File: src/rtl/systolic_ctrl_if.sv
// Controller-to-array bundle: job request in, sequencing strobes and buffer addresses out.
// Latency: none, wires only. The master side is the controller.
// Backpressure: none. The job interface is fire-and-forget, and busy gates new starts.
// Optional perf counter port is present when SYSTOLIC_CTRL_PERF_EN is defined.
interface systolic_ctrl_if #(
  parameter int CNT_W = 16
);
  logic             start;
  logic [CNT_W-1:0] num_vec;
  logic             busy;
  logic             done;
  logic             b_path_en;
  logic             b_en;
  logic [CNT_W-1:0] wgt_rd_addr;
  logic             a_valid;
  logic [CNT_W-1:0] inp_rd_addr;
  logic             out_valid;
`ifdef SYSTOLIC_CTRL_PERF_EN
  logic [31:0]      perf_cycles;

  modport master (
    input  start, num_vec,
    output busy, done, b_path_en, b_en, wgt_rd_addr, a_valid, inp_rd_addr, out_valid, perf_cycles
  );
  modport slave (
    output start, num_vec,
    input  busy, done, b_path_en, b_en, wgt_rd_addr, a_valid, inp_rd_addr, out_valid, perf_cycles
  );
`else
  modport master (
    input  start, num_vec,
    output busy, done, b_path_en, b_en, wgt_rd_addr, a_valid, inp_rd_addr, out_valid
  );
  modport slave (
    output start, num_vec,
    input  busy, done, b_path_en, b_en, wgt_rd_addr, a_valid, inp_rd_addr, out_valid
  );
`endif
endinterface

File: src/rtl/systolic_ctrl.sv
// Systolic array sequencer: weight load, weight latch, input stream, result drain.
// Latency: first out_valid comes OUT_LAT cycles after the first a_valid. All outputs are registered.
// Backpressure: none. A start request is honoured only in IDLE and ignored everywhere else.
// Optional feature: define SYSTOLIC_CTRL_PERF_EN to add the perf_cycles busy-cycle counter.
module systolic_ctrl #(
  parameter int ARRAY_N = 4,
  parameter int CNT_W   = 16,
  parameter int OUT_LAT = 2*ARRAY_N+1
) (
  input  logic              clk,
  input  logic              rst,
  systolic_ctrl_if.master   bus
);

  typedef enum logic [2:0] {
    S_IDLE, S_LOAD_W, S_LATCH_W, S_STREAM, S_DRAIN, S_DONE
  } state_t;

  localparam logic [CNT_W-1:0] W_LAST = CNT_W'(ARRAY_N-1);
  localparam logic [CNT_W-1:0] ONE    = CNT_W'(1);

  state_t           state, state_nxt;
  logic [CNT_W-1:0] nv_q;
  // vpipe[k] holds a_valid from k cycles ago. Bit 0 is the live a_valid output.
  logic [OUT_LAT-1:0] vpipe;

  logic             busy_nxt, done_nxt, b_path_en_nxt, b_en_nxt, a_valid_nxt;
  logic [CNT_W-1:0] wgt_addr_nxt, inp_addr_nxt;
  logic             start_acc;

  assign start_acc   = (state == S_IDLE) && bus.start;
  assign bus.a_valid = vpipe[0];

  // State register and the job length captured at start.
  always_ff @(posedge clk or posedge rst) begin
    if (rst) begin
      state <= S_IDLE;
      nv_q  <= '0;
    end else begin
      state <= state_nxt;
      if (start_acc) nv_q <= bus.num_vec;
    end
  end

  // Next-state logic. Addresses double as phase counters, so no counter runs past its last index.
  always_comb begin
    state_nxt = state;
    case (state)
      S_IDLE:    if (bus.start) state_nxt = S_LOAD_W;
      S_LOAD_W:  if (bus.wgt_rd_addr == W_LAST) state_nxt = S_LATCH_W;
      S_LATCH_W: state_nxt = (nv_q == '0) ? S_DONE : S_STREAM;
      S_STREAM:  if (bus.inp_rd_addr == nv_q - ONE) state_nxt = S_DRAIN;
      // The in-flight pipe is empty once the final out_valid has been registered.
      S_DRAIN:   if (vpipe == '0) state_nxt = S_DONE;
      S_DONE:    state_nxt = S_IDLE;
      default:   state_nxt = S_IDLE;
    endcase
  end

  // Output decode from the next state, so every strobe lands in a flop aligned with its state.
  always_comb begin
    busy_nxt      = (state_nxt != S_IDLE);
    done_nxt      = (state_nxt == S_DONE);
    b_path_en_nxt = (state_nxt == S_LOAD_W);
    b_en_nxt      = (state_nxt == S_LATCH_W);
    a_valid_nxt   = (state_nxt == S_STREAM);
    wgt_addr_nxt  = bus.wgt_rd_addr;
    inp_addr_nxt  = bus.inp_rd_addr;
    if (state == S_IDLE && state_nxt == S_LOAD_W)
      wgt_addr_nxt = '0;
    else if (state == S_LOAD_W && state_nxt == S_LOAD_W)
      wgt_addr_nxt = bus.wgt_rd_addr + ONE;
    if (state == S_LATCH_W && state_nxt == S_STREAM)
      inp_addr_nxt = '0;
    else if (state == S_STREAM && state_nxt == S_STREAM)
      inp_addr_nxt = bus.inp_rd_addr + ONE;
  end

  // Registered outputs, plus the a_valid delay line that produces out_valid.
  always_ff @(posedge clk or posedge rst) begin
    if (rst) begin
      bus.busy        <= 1'b0;
      bus.done        <= 1'b0;
      bus.b_path_en   <= 1'b0;
      bus.b_en        <= 1'b0;
      bus.out_valid   <= 1'b0;
      bus.wgt_rd_addr <= '0;
      bus.inp_rd_addr <= '0;
      vpipe           <= '0;
    end else begin
      bus.busy        <= busy_nxt;
      bus.done        <= done_nxt;
      bus.b_path_en   <= b_path_en_nxt;
      bus.b_en        <= b_en_nxt;
      bus.out_valid   <= vpipe[OUT_LAT-1];
      bus.wgt_rd_addr <= wgt_addr_nxt;
      bus.inp_rd_addr <= inp_addr_nxt;
      vpipe           <= {vpipe[OUT_LAT-2:0], a_valid_nxt};
    end
  end

`ifdef SYSTOLIC_CTRL_PERF_EN
  // Busy-cycle counter. It clears on an accepted start and holds between jobs.
  always_ff @(posedge clk or posedge rst) begin
    if (rst)            bus.perf_cycles <= '0;
    else if (start_acc) bus.perf_cycles <= '0;
    else if (bus.busy)  bus.perf_cycles <= bus.perf_cycles + 32'd1;
  end
`endif

endmodule

File: src/flat_wrapper.sv
// flat-port wrapper written by rule: the top's interface ports become plain ports
module systolic_ctrl_flat 
#(
  parameter int ARRAY_N = 4,
  parameter int CNT_W   = 16,
  parameter int OUT_LAT = 2*ARRAY_N+1
)
  (clk, rst, bus_start, bus_num_vec, bus_busy, bus_done, bus_b_path_en, bus_b_en, bus_wgt_rd_addr, bus_a_valid, bus_inp_rd_addr, bus_out_valid);
  systolic_ctrl_if #(.CNT_W(CNT_W)) bus_i ();
  input  logic clk;
  input  logic rst;
  input wire logic [$bits(bus_i.start)-1:0] bus_start;
  input wire logic [$bits(bus_i.num_vec)-1:0] bus_num_vec;
  output wire logic [$bits(bus_i.busy)-1:0] bus_busy;
  output wire logic [$bits(bus_i.done)-1:0] bus_done;
  output wire logic [$bits(bus_i.b_path_en)-1:0] bus_b_path_en;
  output wire logic [$bits(bus_i.b_en)-1:0] bus_b_en;
  output wire logic [$bits(bus_i.wgt_rd_addr)-1:0] bus_wgt_rd_addr;
  output wire logic [$bits(bus_i.a_valid)-1:0] bus_a_valid;
  output wire logic [$bits(bus_i.inp_rd_addr)-1:0] bus_inp_rd_addr;
  output wire logic [$bits(bus_i.out_valid)-1:0] bus_out_valid;
  assign bus_i.start = bus_start;
  assign bus_i.num_vec = bus_num_vec;
  assign bus_busy = bus_i.busy;
  assign bus_done = bus_i.done;
  assign bus_b_path_en = bus_i.b_path_en;
  assign bus_b_en = bus_i.b_en;
  assign bus_wgt_rd_addr = bus_i.wgt_rd_addr;
  assign bus_a_valid = bus_i.a_valid;
  assign bus_inp_rd_addr = bus_i.inp_rd_addr;
  assign bus_out_valid = bus_i.out_valid;
  systolic_ctrl #(.ARRAY_N(ARRAY_N), .CNT_W(CNT_W), .OUT_LAT(OUT_LAT)) u_core (.clk(clk), .rst(rst), .bus(bus_i));
endmodule
File: config.mk
export PLATFORM = sky130hd
export DESIGN_NAME = systolic_ctrl_flat
export DESIGN_NICKNAME = d
export VERILOG_FILES = /design/src/rtl/systolic_ctrl_if.sv /design/src/rtl/systolic_ctrl.sv /design/src/flat_wrapper.sv
export SDC_FILE = /design/constraint.sdc
export NUM_CORES = 1
export LEC_CHECK = 0
export CORE_ASPECT_RATIO = 0.9
export CORE_MARGIN = 4
export CORE_UTILIZATION = 40
export CTS_BUF_LIST = sky130_fd_sc_hd__clkbuf_4
export CTS_CLUSTER_SIZE = 20
export DETAILED_ROUTE_END_ITERATION = 10
export DONT_BUFFER_PORTS = 1
export PLACE_DENSITY = 0.56
export SKIP_CTS_REPAIR_TIMING = 1
export SYNTH_ARGS = -nofsm -noshare
export SYNTH_HDL_FRONTEND = slang
export SYNTH_SLANG_ARGS = --single-unit
File: constraint.sdc
create_clock -name clk -period 3 [get_ports clk]
set_input_delay 0.3 -clock clk [delete_from_list [all_inputs] [get_ports clk]]
set_output_delay 0.3 -clock clk [all_outputs]
set_load 0.05 [all_outputs]
==> impl_metrics.csv <==
group,metric,value,unit
run_status,status,"finished clean",
timing,tightest_slew,718,ps
cells_and_area,area_growth,15.6,%
floorplanning,fp.dieArea,10500,sq um
clocking,cts_sinks,65,
synth,synth_edf_count,0,
clocking,cts_buffer_depth,2,
pwr,pwr-share-comb,44.7,%
worst_setup_path,worstPathArrival,3090,ps
synth,ys_ff_latch,65,
global_route,grt_pass1_vias,2733,
worst_setup_path,cp_num_buf_inv,2,
clocking,root_buffer,"clkbuf_4",
placed_design,gp_congestion,0.862,
floorplanning,start_util,41.3,%
synth,seq_area_frac_synth,45.8,%
placed_design,placed_area,3890,sq um
drt,vias_per_cell,5.37,
synth,syn_area,3550,sq um
floorplanning,die_h,97.4,um
hold_path,hold_depth,2,
worst_setup_path,path_class,"reg -> reg",
timing,setup_slack,247,ps
clocking,htreeDepth,3,
pwr,p_leak,1.78,nW
hold_path,hold_class,"in -> reg",
pwr,power.density,872,nW/um^2
placed_design,post-place-ws,160,ps
drt,drt_iter0_drc,155,
synth,yosysTopAreaCell,"dfrtp_1",
drt,firstDrtPassIters,4,
synth,synth_cell_types,64,
timing,rsz0062_at_grt,"false",
timing,relSlewSlack,52.0,%
placed_design,dp_hpwl,6220,um
worst_setup_path,cpPeakStageDelay,500,ps
pwr,p_sw,1.62,mW
pwr,ir_worst_vdd,0.332,mV
synth,syn_area_per_cell,10.1,sq um
pwr,power,3.58,mW
drt,drc_errors,0,
timing,fin_worst_skew,21.9,ps
worst_setup_path,required,3340,ps
pwr,switching_share,45.2,%
synth,yosys_warnings,0,
worst_setup_path,slowest_stage,"or4_1",
synth,async_reset_ff_share,100,%
cells_and_area,antenna_cells,0,
global_route,grt_max_degree,34,
worst_setup_path,cp-end-kind,"flip-flop",
global_route,grt.overflow.total,0,
cells_and_area,stdcell_count,518,
global_route,grt_pass1_wl,14300,um
worst_setup_path,ff2ff_path_depth,11,
worst_setup_path,start_kind,"flip-flop",
floorplanning,io_pins,57,
synth,ys_top_cells_by_area,"dfrtp_1 46%, mux2_2 4.4%, xnor2_1 4.2%, xor2_1 3.2%, nor2_1 3.0%",
drt,drtAntennaViolNets,0,
clocking,cts_tree,"done",
synth,synth_top_area_share,45.8,%
timing,setup_violations,0,
placed_design,place_inst,492,
clocking,clock_latency,420,ps
cells_and_area,num-fill-cells,820,
timing,tns,0,ps
global_route,grt_use_total,17.4,%
floorplanning,die_w,107,um
worst_setup_path,path_depth,11,
cells_and_area,drive_above_1_share,25.1,%
timing,slew_viol_final,0,
synth,syn-num-nets,373,
timing,layout_min_cycle_time,2750,ps
drt,routedWlPerCell,16.6,um
drt,vias,2782,
floorplanning,coreArea,8610,sq um
synth,synth_ff_type,"dfrtp_1",
pwr,clkPwrFrac,13.9,%
pwr,p_int,1.96,mW
floorplanning,rows,32,
worst_setup_path,path_cells,"inv_1, ha_1, nor2b_4, and3_1, a211o_1, a31oi_1, a2111o_1, o21ai_4, buf_12, or4_1, a21oi_1",
worst_setup_path,crit_family,"compound AO/OA/AOI/OAI gates",
synth,yosys-top-cells-count,"65 x dfrtp_1, 28 x nor2_1, 22 x nand2_1",
global_route,antenna_found_initial,0,
timing,min_period_over_period,91.8,%
drt,routed_wl,8580,um
synth,synth_most_common_cell,"dfrtp_1",
timing,timing.final.hold_violations,0,
clocking,cts.reportedPaths.clkPinSlew,110,ps
placed_design,io_buffers,0,
worst_setup_path,cp_max_fo,31,
synth,synth_cells,351,
cells_and_area,num-nets-final,416,
pwr,p_seq_share,41.4,%
flow_run,max-cap-violations,0,
cells_and_area,finalInstanceArea,4110,sq um
timing,fmax,0.363,GHz
clocking,cts_made_buffers,9,
[final timing paths]
kind	end	start	slack [ps]
max in group asynchronous	u_core.nv_q[3]$_DFFE_PP0P_	rst	1810
min in group asynchronous	u_core.bus.inp_rd_addr[12]$_DFFE_PP0P_	rst	450
worst max-delay path	u_core.bus.inp_rd_addr[15]$_DFFE_PP0P_	u_core.nv_q[0]$_DFFE_PP0P_	250
worst max register to register	u_core.bus.inp_rd_addr[15]$_DFFE_PP0P_	u_core.nv_q[0]$_DFFE_PP0P_	250
worst min register to register	u_core.vpipe[7]$_DFF_PP0_	u_core.vpipe[6]$_DFF_PP0_	390
worst min-delay path	u_core.nv_q[0]$_DFFE_PP0P_	bus_num_vec[0]	20
[power groups by stage]
stage	Sequential, mW	Combinational (mW)	Clock (mW)
floorplan	1.65	1.05	0
global placement	1.50	1.54	0
detailed placement	1.50	1.57	0
CTS	1.48	1.58	0.527
global route	1.53	1.76	0.565
finish	1.48	1.60	0.499
[metrics by stage]
stage	utilization (%)	hold WS (ps)
3_3_place_gp	45.2	358
5_1_grt	47.7	2.15
4_1_cts	46.5	-135
6_report	47.7	20.1
3_5_place_dp	45.2	353
2_1_floorplan	-	354
[worst reg2reg max path, cell delays in order (launching register included)]
cell      delay [ps]
dfrtp_1          440
inv_1             80
ha_1             250
nor2b_4          150
and3_1           220
a211o_1          290
a31oi_1          190
a2111o_1         190
o21ai_4           70
buf_12           160
or4_1            500
a21oi_1          150
[flip-flops by register name, summed over array words and instances, names as in the netlist]
name,count
u_core.bus.inp_rd_addr,16
u_core.bus.wgt_rd_addr,16
u_core.nv_q,16
u_core.vpipe,9
u_core.state,3
u_core.bus.b_en,1
u_core.bus.b_path_en,1
u_core.bus.busy,1
u_core.bus.done,1
u_core.bus.out_valid,1
[cells by family (layout without fill, tap and decap cells)]
kind of cell	Yosys count	count (layout)	synth area share, %
muxes	18	18	5.57
AOI/OAI and AO/OA	62	62	11.3
xor gates and xnor gates	30	30	7.40
and+or+nand+nor	143	143	23.7
DFF	65	65	45.8
buffers and inverters	29	77	4.90
adders and majority gates	4	4	1.34
[final cells by class]
class / count / area [sq um] / share of cell area [%]
multi-input cells: 257 / 1770 / 43.0
flip-flops and latches: 65 / 1630 / 39.6
repair buffers: 52 / 423 / 10.3
well taps: 119 / 149 / 3.62
clock buffers: 10 / 75.1 / 1.83
clock inverters: 6 / 35.0 / 0.853
inverters: 9 / 33.8 / 0.822
[cell usage in the layout, fill, tap and decap left out, types with 2 or more instances in the layout]
master / count
inv_1: 8
nor2_1: 28
or3_1: 4
or3_2: 7
mux2_2: 14
mux2i_1: 4
and2_2: 2
and4_1: 2
nand3_1: 12
o21ai_0: 17
nor4b_1: 4
o21ai_1: 3
and3_1: 8
and3_2: 2
nand2_1: 22
nand2b_1: 4
o211ai_1: 2
nor3_1: 6
a21oi_1: 17
dfrtp_1: 65
clkinv_2: 3
nor4_1: 5
xor2_1: 13
or4_1: 7
nand4_1: 14
buf_4: 43
o31ai_1: 5
nor4b_2: 2
dlygate4sd3_1: 8
ha_1: 3
xnor2_1: 17
and2_1: 3
clkbuf_4: 10
o21bai_1: 2
a31oi_1: 2
[metal layers]
| metal | vias up | part of all wire, % | GRT usage [%] |
|---|---|---|---|
| li1 | 1358 | - | - |
| met1 | 1351 | 48 | 24.9 |
| met2 | 63 | 44 | 24.8 |
| met3 | 10 | 7.0 | 6.05 |
| met4 | 0 | 1.1 | 5.05 |
| met5 | - | 0 | 0 |
Power figures use the tool's default switching activity.
